**config.mk**
```make
export PLATFORM = sky130hd
export DESIGN_NAME = bank_tracker
export DESIGN_NICKNAME = d
export VERILOG_FILES = /design/src/rtl/bank_tracker_pkg.sv /design/src/rtl/bank_row_ram.sv /design/src/rtl/bank_tracker.sv
export SDC_FILE = /design/constraint.sdc
export NUM_CORES = 1
export LEC_CHECK = 0
export BUFFER_PORTS_ARGS = -buffer_cell sky130_fd_sc_hd__buf_2
export CAP_MARGIN = 0
export CORE_MARGIN = 3
export CORE_UTILIZATION = 40
export CTS_CLUSTER_SIZE = 24
export DETAILED_ROUTE_END_ITERATION = 12
export GPL_TIMING_DRIVEN = 0
export SLEW_MARGIN = 20
export SYNTH_ARGS = -nofsm -noshare
export SYNTH_HDL_FRONTEND = slang
export SYNTH_SLANG_ARGS = --single-unit
```
**constraint.sdc**
```tcl
create_clock -name CLK -period 4.83 [get_ports CLK]
set_clock_uncertainty 0.1 [all_clocks]
set_input_delay 0.2415 -clock CLK [delete_from_list [all_inputs] [get_ports CLK]]
set_output_delay 0.2415 -clock CLK [all_outputs]
set_load 0.05 [all_outputs]
```
**src/rtl/bank_tracker_pkg.sv**
```systemverilog
// Shared definitions for the memory-controller blocks: result encodings,
// idle-counter width and the index-width helper.
package bank_tracker_pkg;

    typedef enum logic [2:0] {
        KIND_HIT      = 3'b001,
        KIND_MISS     = 3'b010,
        KIND_CONFLICT = 3'b100
    } res_kind_e;

    // Idle counters are sized for the largest supported IDLE_LIMIT (255).
    localparam int CNT_W = 8;

    function automatic int idx_width(input int n);
        return (n <= 1) ? 1 : $clog2(n);
    endfunction

endpackage

```
**src/rtl/bank_row_ram.sv**
```systemverilog
// Open-row storage, one row address per {rank,bank} entry.
// Asynchronous read, synchronous write, no reset so it maps onto LUT RAM.
module bank_row_ram #(
    parameter int DEPTH = 16,
    parameter int WIDTH = 14,
    parameter int AW    = 4
) (
    input  logic             clk_i,
    input  logic             we_i,
    input  logic [AW-1:0]    waddr_i,
    input  logic [WIDTH-1:0] wdata_i,
    input  logic [AW-1:0]    raddr_i,
    output logic [WIDTH-1:0] rdata_o
);

    logic [WIDTH-1:0] mem_q [DEPTH];

    // Row write on every accepted request.
    always_ff @(posedge clk_i) begin
        if (we_i) begin
            mem_q[waddr_i] <= wdata_i;
        end
    end

    assign rdata_o = mem_q[raddr_i];

endmodule

```
**src/rtl/bank_tracker.sv**
```systemverilog
// Open-bank tracker: classifies requests as hit/miss/conflict, ages open
// banks and nominates the lowest-index idle bank for precharge.
module bank_tracker
    import bank_tracker_pkg::*;
#(
    parameter int NRANK      = 2,
    parameter int NBANK      = 8,
    parameter int ROWW       = 14,
    parameter int IDLE_LIMIT = 32,
    localparam int RKW = idx_width(NRANK),
    localparam int BKW = idx_width(NBANK),
    localparam int NE  = NRANK * NBANK,
    localparam int IW  = idx_width(NE),
    localparam int OCW = IW + 1
) (
    input  logic            CLK,
    input  logic            Reset_n,
    input  logic            reqValid,
    output logic            reqReady,
    input  logic [RKW-1:0]  reqRank,
    input  logic [BKW-1:0]  reqBank,
    input  logic [ROWW-1:0] reqRow,
    output logic            resValid,
    output logic [2:0]      resKind,
    output logic [RKW-1:0]  resRank,
    output logic [BKW-1:0]  resBank,
    input  logic            refValid,
    input  logic [RKW-1:0]  refRank,
    output logic            closeValid,
    output logic [RKW-1:0]  closeRank,
    output logic [BKW-1:0]  closeBank,
    input  logic            closeAck,
    output logic [OCW-1:0]  openCount
);

    localparam logic [CNT_W-1:0] LIMIT   = CNT_W'(IDLE_LIMIT);
    localparam logic [CNT_W-1:0] CNT_ONE = CNT_W'(1);

    logic             accept_s;
    logic [IW-1:0]    req_idx_s;
    logic [ROWW-1:0]  rd_row_s;
    logic [NE-1:0]    ref_hit_s;
    logic [NE-1:0]    valid_q, valid_d;
    logic [CNT_W-1:0] cnt_q [NE];
    logic [CNT_W-1:0] cnt_d [NE];
    logic             nom_pend_q, nom_pend_d;
    logic             close_valid_q, close_valid_d;
    logic [IW-1:0]    nom_idx_q, nom_idx_d;
    logic [RKW-1:0]   nom_rank_s;
    logic             close_ack_s;
    logic             cancel_s;
    logic             found_s;
    logic [IW-1:0]    sel_s;
    logic             res_valid_q, res_valid_d;
    res_kind_e        res_kind_q, res_kind_d;
    logic [RKW-1:0]   res_rank_q, res_rank_d;
    logic [BKW-1:0]   res_bank_q, res_bank_d;
    logic [OCW-1:0]   open_count_q, open_count_d;

    assign reqReady    = ~refValid;
    assign accept_s    = reqValid & ~refValid;
    assign req_idx_s   = IW'({reqRank, reqBank});
    assign close_ack_s = closeAck & close_valid_q;
    assign nom_rank_s  = RKW'(nom_idx_q >> BKW);

    bank_row_ram #(
        .DEPTH (NE),
        .WIDTH (ROWW),
        .AW    (IW)
    ) u_row_ram (
        .clk_i   (CLK),
        .we_i    (accept_s),
        .waddr_i (req_idx_s),
        .wdata_i (reqRow),
        .raddr_i (req_idx_s),
        .rdata_o (rd_row_s)
    );

    // Per-entry valid/idle-counter update; refresh, then access, then close.
    always_comb begin
        valid_d   = valid_q;
        ref_hit_s = {NE{1'b0}};
        for (int i = 0; i < NE; i++) begin
            cnt_d[i]     = cnt_q[i];
            ref_hit_s[i] = refValid && (RKW'(i / NBANK) == refRank);
            if (ref_hit_s[i]) begin
                valid_d[i] = 1'b0;
                cnt_d[i]   = {CNT_W{1'b0}};
            end else if (accept_s && (req_idx_s == IW'(i))) begin
                valid_d[i] = 1'b1;
                cnt_d[i]   = {CNT_W{1'b0}};
            end else if (close_ack_s && (nom_idx_q == IW'(i))) begin
                valid_d[i] = 1'b0;
                cnt_d[i]   = {CNT_W{1'b0}};
            end else if (valid_q[i] && (cnt_q[i] != LIMIT)) begin
                cnt_d[i] = cnt_q[i] + CNT_ONE;
            end else begin
                cnt_d[i] = cnt_q[i];
            end
        end
    end

    // Lowest-index idle entry; entries touched this cycle are not eligible.
    always_comb begin
        found_s = 1'b0;
        sel_s   = {IW{1'b0}};
        for (int i = NE - 1; i >= 0; i--) begin
            if (valid_q[i] && (cnt_q[i] == LIMIT) && !ref_hit_s[i] &&
                !(accept_s && (req_idx_s == IW'(i)))) begin
                found_s = 1'b1;
                sel_s   = IW'(i);
            end else begin
                found_s = found_s;
            end
        end
    end

    // Nomination is registered first, then exposed as closeValid a cycle later.
    always_comb begin
        nom_pend_d    = nom_pend_q;
        close_valid_d = close_valid_q;
        nom_idx_d     = nom_idx_q;
        cancel_s      = (accept_s && (req_idx_s == nom_idx_q)) ||
                        (refValid && (refRank == nom_rank_s)) ||
                        close_ack_s;
        if (nom_pend_q || close_valid_q) begin
            if (cancel_s) begin
                nom_pend_d    = 1'b0;
                close_valid_d = 1'b0;
            end else if (nom_pend_q) begin
                nom_pend_d    = 1'b0;
                close_valid_d = 1'b1;
            end else begin
                close_valid_d = close_valid_q;
            end
        end else if (found_s) begin
            nom_pend_d = 1'b1;
            nom_idx_d  = sel_s;
        end else begin
            nom_pend_d = 1'b0;
        end
    end

    // Classification against pre-edge table state, plus post-update population.
    always_comb begin
        res_valid_d = accept_s;
        res_kind_d  = res_kind_q;
        res_rank_d  = res_rank_q;
        res_bank_d  = res_bank_q;
        if (accept_s) begin
            res_rank_d = reqRank;
            res_bank_d = reqBank;
            if (!valid_q[req_idx_s]) begin
                res_kind_d = KIND_MISS;
            end else if (rd_row_s == reqRow) begin
                res_kind_d = KIND_HIT;
            end else begin
                res_kind_d = KIND_CONFLICT;
            end
        end else begin
            res_kind_d = res_kind_q;
        end
        open_count_d = {OCW{1'b0}};
        for (int i = 0; i < NE; i++) begin
            open_count_d = open_count_d + OCW'(valid_d[i]);
        end
    end

    // State registers; row storage lives in the RAM and is not reset.
    always_ff @(posedge CLK or negedge Reset_n) begin
        if (!Reset_n) begin
            valid_q       <= {NE{1'b0}};
            for (int i = 0; i < NE; i++) begin
                cnt_q[i] <= {CNT_W{1'b0}};
            end
            nom_pend_q    <= 1'b0;
            close_valid_q <= 1'b0;
            nom_idx_q     <= {IW{1'b0}};
            res_valid_q   <= 1'b0;
            res_kind_q    <= KIND_MISS;
            res_rank_q    <= {RKW{1'b0}};
            res_bank_q    <= {BKW{1'b0}};
            open_count_q  <= {OCW{1'b0}};
        end else begin
            valid_q       <= valid_d;
            for (int i = 0; i < NE; i++) begin
                cnt_q[i] <= cnt_d[i];
            end
            nom_pend_q    <= nom_pend_d;
            close_valid_q <= close_valid_d;
            nom_idx_q     <= nom_idx_d;
            res_valid_q   <= res_valid_d;
            res_kind_q    <= res_kind_d;
            res_rank_q    <= res_rank_d;
            res_bank_q    <= res_bank_d;
            open_count_q  <= open_count_d;
        end
    end

    assign resValid   = res_valid_q;
    assign resKind    = res_kind_q;
    assign resRank    = res_rank_q;
    assign resBank    = res_bank_q;
    assign closeValid = close_valid_q;
    assign closeRank  = nom_rank_s;
    assign closeBank  = nom_idx_q[BKW-1:0];
    assign openCount  = open_count_q;

endmodule

```
Word level (Yosys, flattened, before mapping) --
Memory sizes are Yosys's and may differ from the RTL's. Cells that the tools add are included.
Cells by class: $add $sub $neg 31, order comparisons 1, equality and inequality tests 65, multiplexer cells 154, bitwise operators 5, reductions and logical operators 142
Operator list (number):
- 2-to-1 mux 8 bit | 64
- adder 8 x 1 -> 8 bit (second input constant) | 16
- equality test 8 x 6 -> 1 bit (second input constant) | 16
- inequality test 8 x 6 -> 1 bit (second input constant) | 16
- logical AND 1 bit | 100
- 2-to-1 mux 1 bit | 71
- equality test 4 bit (second input constant) | 16
- 2-to-1 mux 4 bit | 16
- nonzero test 4 bit | 16
- adder 5 x 1 -> 5 bit | 11
- equality test 4 x 3 -> 1 bit (second input constant) | 8
- zero test 1 bit | 18
- equality test 4 x 2 -> 1 bit (second input constant) | 4
- equality test 14 bit | 1
- equality test 4 x 1 -> 1 bit (second input constant) | 2
- zero test 4 bit | 2
- 2-to-1 mux 3 bit | 2
- adder 4 x 1 -> 5 bit | 1
- less-than comparator 4 x 5 -> 1 bit (second input constant) | 1
- adder 3 x 1 -> 4 bit | 1
- binary-select mux 1 bit (select 4 bit) | 1
- equality test 4 bit | 1
- AND reduction 2 bit | 2
- adder 2 x 1 -> 3 bit | 1
- other kinds (6) | 11
Word-level totals: register bits 163, RAM bits 224, bits of input ports 24, output and inout bits 19, word-level logic and storage cells 424, memories kept 1
Memories:
- u_row_ram.mem_q | depth 16, bits a word 14, rd ports 1, clocked after Yosys merged registers in 0, write ports 1, line bank_row_ram.sv:16 | logic [WIDTH-1:0] mem_q [DEPTH];

Longest topological paths before layout --
Gate-level depths: netlist of the first run.
depth after elaboration 23, mapped depth 18, depth with buffers taken out 17

Cells and area by module --
A second synthesis of the first run with hierarchy kept.
Second synthesis, totals: cells, all modules 1362, area total of the unflattened synthesis 17868.4 um^2
By module, submodules not included:
- bank_tracker | instances 1, cells each 997, area each 9385.3 um^2, sequential area each 4080.2 um^2
- bank_row_ram | instances 1, cells each 365, area each 8483.1 um^2, sequential area each 6726.5 um^2

Least setup slack after synthesis of the first run --
Ideal clock, no wire load.
path type input port to flip-flop, from input reqBank[0], to register open_count_q[4] (netlist: openCount[4]), library setup time 0.119 ns, arrival time 4.912 ns, required time 4.611 ns, path slack -0.301 ns, stages 16, buffers on the path 2, cells stage by stage buf_4 buf_6 nand2_1 nor3_1 a21oi_1 nor2_1 fa_1 fa_1 fa_1 inv_1 fa_1 inv_1 ha_1 fa_1 a21oi_1 nor2b_1
Between the ends: elaborated cells on any way between the ends 79, those cells by class add/sub (15); eq/ne (15); mux (32); reduce/logical (17)
RTL lines:
- start, declared | line bank_tracker.sv:21 | input logic [BKW-1:0] reqBank,
- equality test 4 x 3 -> 1 bit | line bank_tracker.sv:89 | end else if (accept_s && (req_idx_s == IW'(i))) begin
- logical AND 1 bit | line bank_tracker.sv:89
- 2-to-1 mux 1 bit | line bank_tracker.sv:89
- 2-to-1 mux 1 bit | line bank_tracker.sv:86 | if (ref_hit_s[i]) begin
- via valid_d[7] | line bank_tracker.sv:43 | logic [NE-1:0] valid_q, valid_d;
- adder 5 x 1 -> 5 bit (9 in series) | line bank_tracker.sv:165 | open_count_d = open_count_d + OCW'(valid_d[i]);
- via open_count_d[4] | line bank_tracker.sv:58 | logic [OCW-1:0] open_count_q, open_count_d;
- end signal, assigned | line bank_tracker.sv:183 | open_count_q <= {OCW{1'b0}};
- end signal, assigned | line bank_tracker.sv:196 | open_count_q <= open_count_d;
- end, declared | line bank_tracker.sv:58
The timed path passes the listed nets, and every way through them passes these cells. A chain may end at the register's enable or synchronous reset.

Worst setup path in the final report of the first run --
from register nom_idx_q[1], to register open_count_q[4] (netlist: openCount[4])
Between the ends: longest elaborated chain between the ends 20, elaborated cells on any way between the ends 95, those cells by class add/sub (15); eq/ne (15); mux (48); reduce/logical (17)
RTL lines:
- start, declared | line bank_tracker.sv:48 | logic [IW-1:0] nom_idx_q, nom_idx_d;
- start signal, assigned | line bank_tracker.sv:178 | nom_idx_q <= {IW{1'b0}};
- start signal, assigned | line bank_tracker.sv:191 | nom_idx_q <= nom_idx_d;
- equality test 4 x 1 -> 1 bit / zero test 4 bit (equally long branches) | line bank_tracker.sv:92 | end else if (close_ack_s && (nom_idx_q == IW'(i))) begin
- logical AND 1 bit | line bank_tracker.sv:92
- 2-to-1 mux 1 bit | line bank_tracker.sv:92
- 2-to-1 mux 1 bit | line bank_tracker.sv:89
- 2-to-1 mux 1 bit | line bank_tracker.sv:86
- adder 1 x 1 -> 2 bit | line bank_tracker.sv:165
- adder 2 x 1 -> 3 bit | line bank_tracker.sv:165
- adder 3 x 1 -> 4 bit | line bank_tracker.sv:165
- adder 4 x 1 -> 5 bit | line bank_tracker.sv:165
- adder 5 x 1 -> 5 bit (10 in series) | line bank_tracker.sv:165
- adder 5 x 1 -> 5 bit * | line bank_tracker.sv:165
- via open_count_d[4] | line bank_tracker.sv:58
The timed path passes the listed nets; every way through them passes the cells marked *.

==> impl_metrics.ini, run 1 <==
[synthesis]
syn_avg_cell_area_um2 = 12.9
netlist_area_um2 = 18000
yosysMostFrequentCell = edfxtp_1
yosysSeqAreaShare_pct = 60.0
syn_nets = 1469
syn_inst = 1398
synthAdderAreaFrac_pct = 3.68
synth_common_cells = 224 x edfxtp_1, 180 x nor2_1, 162 x dfrtp_1
yosys_register_bits = 387
yosysWarnings = 0
synth-compound-area-share_pct = 3.27
synthSimpleGateAreaFrac_pct = 14.6
synth-async-reset-ratio_pct = 42.1
synthFlopType = edfxtp_1
synth_xor_area_share_pct = 6.71
yosysTopAreaCell = edfxtp_1
synth_top_cell_area_share_pct = 37.4
synth.area.mux_share_pct = 8.81
synth_top_family_by_area = simple AND/OR/NAND/NOR gates
synth_area_leaders = edfxtp_1 37%, dfrtp_1 23%, mux4_2 5.8%
synth_edf_count = 224
synth_cell_types = 68

[drt]
final_antenna_net_count = 0
drc = 0
first_pass_iters = 5
post_drt_via_cell_ratio = 5.36
wirelength_um = 42600
drt-wirelength-per-cell_um = 19.9
first_iter_violations = 1056
vias = 11443

[timing]
setup_viol = 0
rsz0062_at_grt = false
fmax_mhz = 215
worst_slew_pin_slew_ns = 1.06
fin_crit_ns = 4.64
drv_slew = 0
finalHoldViolations = 0
slew_headroom_pct = 29.1
hold_ws_ns = 0.0187
fin_crit_sh_pct = 96.1
finalWorstSetupSlack_ns = 0.186

[floorplanning]
die-height_um = 218
start_util_pct = 40.6
core_area_um2 = 44300
die_w_um = 218
die_area_um2 = 47600
ioPinCount = 43
rows = 77

[placed_design]
dpl.hpwl_um = 27900
placed_area_um2 = 19200
portBuffers = 41
dp_slack_ns = -0.876
gp_congestion = 0.857

[global_routing]
grt_start_max_net_pins = 76
grt_pass1_vias = 11482
antenna_found_initial = 2
grt_usage_pct = 18.2
grt_pass1_wl_um = 66400
overflow = 0

[cts]
clkTransAtPathRegs_ns = 0.06
cts_tree = yes
cts_sinks = 387
cts_root_buffer = clkbuf_16
htreeDepth = 2
cts_buffer_depth = 3
numCtsBuffers = 42
worstSkewPairLatency_ns = 0.57

[power]
vdd_drop_max_mv = 0.413
finalPower_uw = 7570
p_leak_uw = 0.00828
p_per_area_nw_per_um2 = 364

[cells_and_area]
drive_above_1_share_pct = 14.4
postLayoutCoreUtil_pct = 46.9
nets = 1579
syn2layout_area_growth_pct = 15.5
stdcell_area_um2 = 20800

[flow_run]
max-cap-violations = 0

[critical_path]
r2r_cells = 15
start_kind = flop
required_ns = 5.18
crit_fanout = 9
cp-end-kind = flop
critPathArrivalTime_ns = 5.00
critPathKind = reg2reg

[min_path]
holdCritPathClass = in2async

[status]
status = completed
[report_power, final]
group	internal [uW]	switching, uW
clock network	1950	1340
logic	219	415
registers	3580	67.1
[routing by layer]
layer	track usage (%)	vias up	wire, um
met5	0	-	10
met1	25.0	5741	18800
met2	28.7	322	19600
met3	4.05	86	2970
met4	6.33	2	1180
li1	-	5292	-
[area by class of cell]
class / count / area (um^2)
diodes: 1 / 2.50
inverters: 68 / 260
repair buffers: 69 / 566
flip-flops and latches: 387 / 10800
fillers: 3977 / 23500
plain buffers: 39 / 239
clock inverters: 19 / 238
multi-input cells: 901 / 6760
clock buffers: 59 / 1180
well taps: 592 / 741
[timing repair]
action / CTS / global route
endpoints found under the hold margin: 331 / 0
endpoints found under the setup margin: 4 / 4
hold buffers: 16 / 0
resized for setup: 1 / 7
pin swaps: 2 / 2
buffers inserted: 2 / 2
[critical path, cell delays in order, from the launching register on]
cell and delay, ns:
dfrtp_1 0.63, nor2_1 0.20, nand2_1 0.16, a21oi_1 0.07, or2_2 0.33, fa_1 0.57
inv_1 0.07, fa_1 0.48, fa_1 0.53, inv_1 0.05, fa_1 0.48, inv_1 0.05
ha_1 0.20, fa_1 0.41, a21oi_1 0.15, nor2b_1 0.06
[cell usage in the layout (no fill, tap or decap), types with 37 or more instances in the layout]
| master | n |
|---|---|
| a21oi_1 | 37 |
| buf_2 | 52 |
| clkbuf_16 | 42 |
| dfrtp_1 | 161 |
| edfxtp_1 | 224 |
| ha_1 | 37 |
| inv_1 | 67 |
| mux2i_1 | 43 |
| mux4_2 | 46 |
| nand2_1 | 102 |
| nand3_1 | 86 |
| nand4_1 | 41 |
| nor2_1 | 176 |
| xnor2_1 | 52 |
| xor2_1 | 86 |
[state kept, by name, indices dropped and copies added (netlist names)]
signal,cells
u_row_ram.mem_q,224
cnt_q,128
valid_q,16
openCount,5
nom_idx_q,4
resBank,3
resKind,3
closeValid,1
nom_pend_q,1
resRank,1
resValid,1
[path summary, 6_finish.rpt]
kind	startpoint	end	slack, ns
max in group asynchronous	Reset_n	openCount[2]	3.63
min in group CLK	refRank	closeValid	0.07
worst min-delay path	Reset_n	cnt_q[125]	0.02
worst max register to register	nom_idx_q[1]	openCount[4]	0.19
worst min register to register	resBank[0]	resBank[0]	0.38
worst max-delay path	nom_idx_q[1]	openCount[4]	0.19
[cells by family (layout without fill, tap and decap cells)]
logic type / Yosys count / count (layout)
AND/OR/NAND/NOR: 530 / 530
flip-flops: 387 / 387
XOR/XNOR: 138 / 138
buffers and inverters: 110 / 254
multiplexers: 97 / 97
AO/OA/AOI/OAI: 89 / 89
adder cells (fa/ha/maj): 47 / 47
other: 0 / 1
[through the flow]
step,std cells,TNS (ns)
after floorplan,1398,0
after global placement,2031,-9.34
after detailed placement,2039,-3.66
after CTS,2134,0
after global routing,2134,0
final,2135,0
Power figures use the tool's default switching activity.
==> run 2, diff against run 1 <==
--- a/config.mk
+++ b/config.mk
@@ -12,7 +12,7 @@
 export CTS_CLUSTER_SIZE = 24
 export DETAILED_ROUTE_END_ITERATION = 12
 export GPL_TIMING_DRIVEN = 0
-export SLEW_MARGIN = 20
+export SLEW_MARGIN = 10
 export SYNTH_ARGS = -nofsm -noshare
 export SYNTH_HDL_FRONTEND = slang
 export SYNTH_SLANG_ARGS = --single-unit
==> constraint.sdc (replaced) <==
create_clock -name CLK -period 4.3 [get_ports CLK]
set_clock_uncertainty 0.1 [all_clocks]
set_input_delay 0.215 -clock CLK [delete_from_list [all_inputs] [get_ports CLK]]
set_output_delay 0.215 -clock CLK [all_outputs]
set_load 0.05 [all_outputs]
==> run 2 against run 1 <==
Compared with the run above: via count grew 1.8%; combinational power grew 23%; sequential share of layout area shrank 0.67 points; cell count grew 0.94%; power grew 14%; sequential power grew 12%; critical path depth is the same.
==> impl_metrics.ini, run 2 (synthesis gave the netlist of run 1 again) <==
[status]
status = completed

[drt]
wirelength_um = 43900
routed-wl-met2_um = 20500
drc = 0
dr.max_layer_used = met4
post_drt_via_cell_ratio = 5.41
final_antenna_net_count = 0
first_iter_violations = 965
vias = 11654
wl_met3_um = 2840
first_pass_iters = 5
met1Wirelength_um = 19500
drt-wirelength-per-cell_um = 20.4

[floorplanning]
rows = 77
ioPinCount = 43
start_util_pct = 40.6
core_area_um2 = 44300
die_w_um = 218
die_area_um2 = 47600
die-height_um = 218

[critical_path]
r2r_cells = 15
start_kind = flop
r2r_start = closeValid
crit_path_start = closeValid
cp_cell_sequence = nand2_4 > nor3_4 > nand3_2 > a21oi_2 > nor2_2 > fa_1 > fa_2 > fa_1 > inv_1 > fa_1 > inv_2 > ha_4 > fa_2 > a21oi_2 > nor2b_2
path_buf_inv = 2
crit_fanout = 4
cp-end-kind = flop
crit_path_frequent_cell = fa_1
cp_top_family = adder cells
cp_slowest_cell = fa_1
crit_path_max_incr_delay_ns = 0.57
required_ns = 4.65
critPathArrivalTime_ns = 4.65
critPathKind = reg2reg
worst-path-stages = 15

[cells_and_area]
fillers = 3967
syn2layout_area_growth_pct = 17.1
regMostFlops = u_row_ram.mem_q
nets = 1597
drive_above_1_share_pct = 17.3
final_common_cell = edfxtp_1
final_cell_mix = 224 x edfxtp_1, 171 x nor2_1, 157 x dfrtp_1
top_regs = u_row_ram.mem_q: 224 flops, cnt_q: 128 flops, valid_q: 16 flops
largest_reg_flops = 224
stdcell_area_um2 = 21100

[timing]
drv_slew = 0
rsz0062_at_grt = true
fin_crit_sh_pct = 99.9
worst_slew_pin_slew_ns = 1.02
fin_crit_ns = 4.30
setup_viol = 0
slew_headroom_pct = 31.9
fmax_mhz = 233
finalHoldViolations = 0

[power]
power_switching_uw = 2100
p_sw_share_pct = 24.3
power.internal_uw = 6550
clock_power_share_pct = 43.8
seq_power_share_pct = 47.2
p_leak_uw = 0.00834
p_per_area_nw_per_um2 = 410
finalPower_uw = 8650
vdd_drop_max_mv = 0.249
power_frac_comb_pct = 9.0

[placed_design]
gp_congestion = 0.855
placed_area_um2 = 19100
dpl.hpwl_um = 27900
portBuffers = 41

[flow_run]
max-cap-violations = 0

[global_routing]
antenna_found_initial = 1
overflow = 0
grt_usage_pct = 19.0
grt_pass1_wl_um = 69000
grt_start_max_net_pins = 84
grt_pass1_vias = 11743

[cts]
cts_sinks = 387
worstSkewPairLatency_ns = 0.58
htreeDepth = 2
cts_root_buffer = clkbuf_16
cts_buffer_depth = 3
cts_tree = yes
numCtsBuffers = 44
clkTransAtPathRegs_ns = 0.06

[min_path]
holdCritPathClass = in2async
[run 2: cell type report]
| cell class | count | area [um^2] | area share, % |
|---|---|---|---|
| plain buffers | 39 | 265 | 1.26 |
| multi-input cells | 901 | 6880 | 32.7 |
| inverters | 68 | 272 | 1.29 |
| flip-flops and latches | 387 | 10800 | 51.3 |
| well taps | 592 | 741 | 3.51 |
| diodes | 2 | 5.00 | 0.0237 |
| repair buffers | 85 | 636 | 3.02 |
| clock inverters | 25 | 288 | 1.37 |
| clock buffers | 56 | 1180 | 5.58 |
[run 2: routing by layer]
metal | vias to the layer above | global-route usage, %
met4 | 0 | 5.33
met3 | 79 | 4.35
met1 | 5897 | 26.3
li1 | 5324 | -
met2 | 354 | 30.2
met5 | - | 0
[run 2: through the flow]
| stage | instances | util (%) | worst slack, ns | hold slack [ns] | setup TNS [ns] |
|---|---|---|---|---|---|
| finish | 2155 | 47.6 | 0.00449 | 0.0989 | 0 |
| global route | 2153 | 47.6 | -0.140 | 0.143 | -0.341 |
| CTS | 2148 | 47.3 | 0.00192 | 0.0796 | 0 |
| detailed placement | 2035 | 43.2 | -1.26 | 0.163 | -5.61 |
| global placement | 2031 | 43.0 | -1.76 | 0.360 | -16.95 |
| floorplan | 1398 | - | -0.0404 | -0.181 | -0.0831 |
[run 2: path summary, 6_finish.rpt]
kind | endpoint | slack, ns
max | openCount[4] | 0.004
min | cnt_q[118] | 0.1
max reg2reg | openCount[4] | 0.004
min reg2reg | resBank[1] | 0.40
max in group asynchronous | cnt_q[11] | 3.16
min in group CLK | valid_q[1] | 0.13
[run 2: timing repair]
action	in CTS	in global routing
pin swaps	9	18
resized for setup	16	22
hold buffers	17	0
hold endpoints to repair	307	0
buffers inserted	18	5
setup endpoints to repair	5	4
[run 2: power groups by stage]
stage	registers, uW	clock network [uW]	logic, uW
floorplan	4210	0	389
global placement	4150	0	710
detailed placement	4150	0	721
CTS	4080	3890	771
global route	4090	4030	857
finish	4080	3790	780
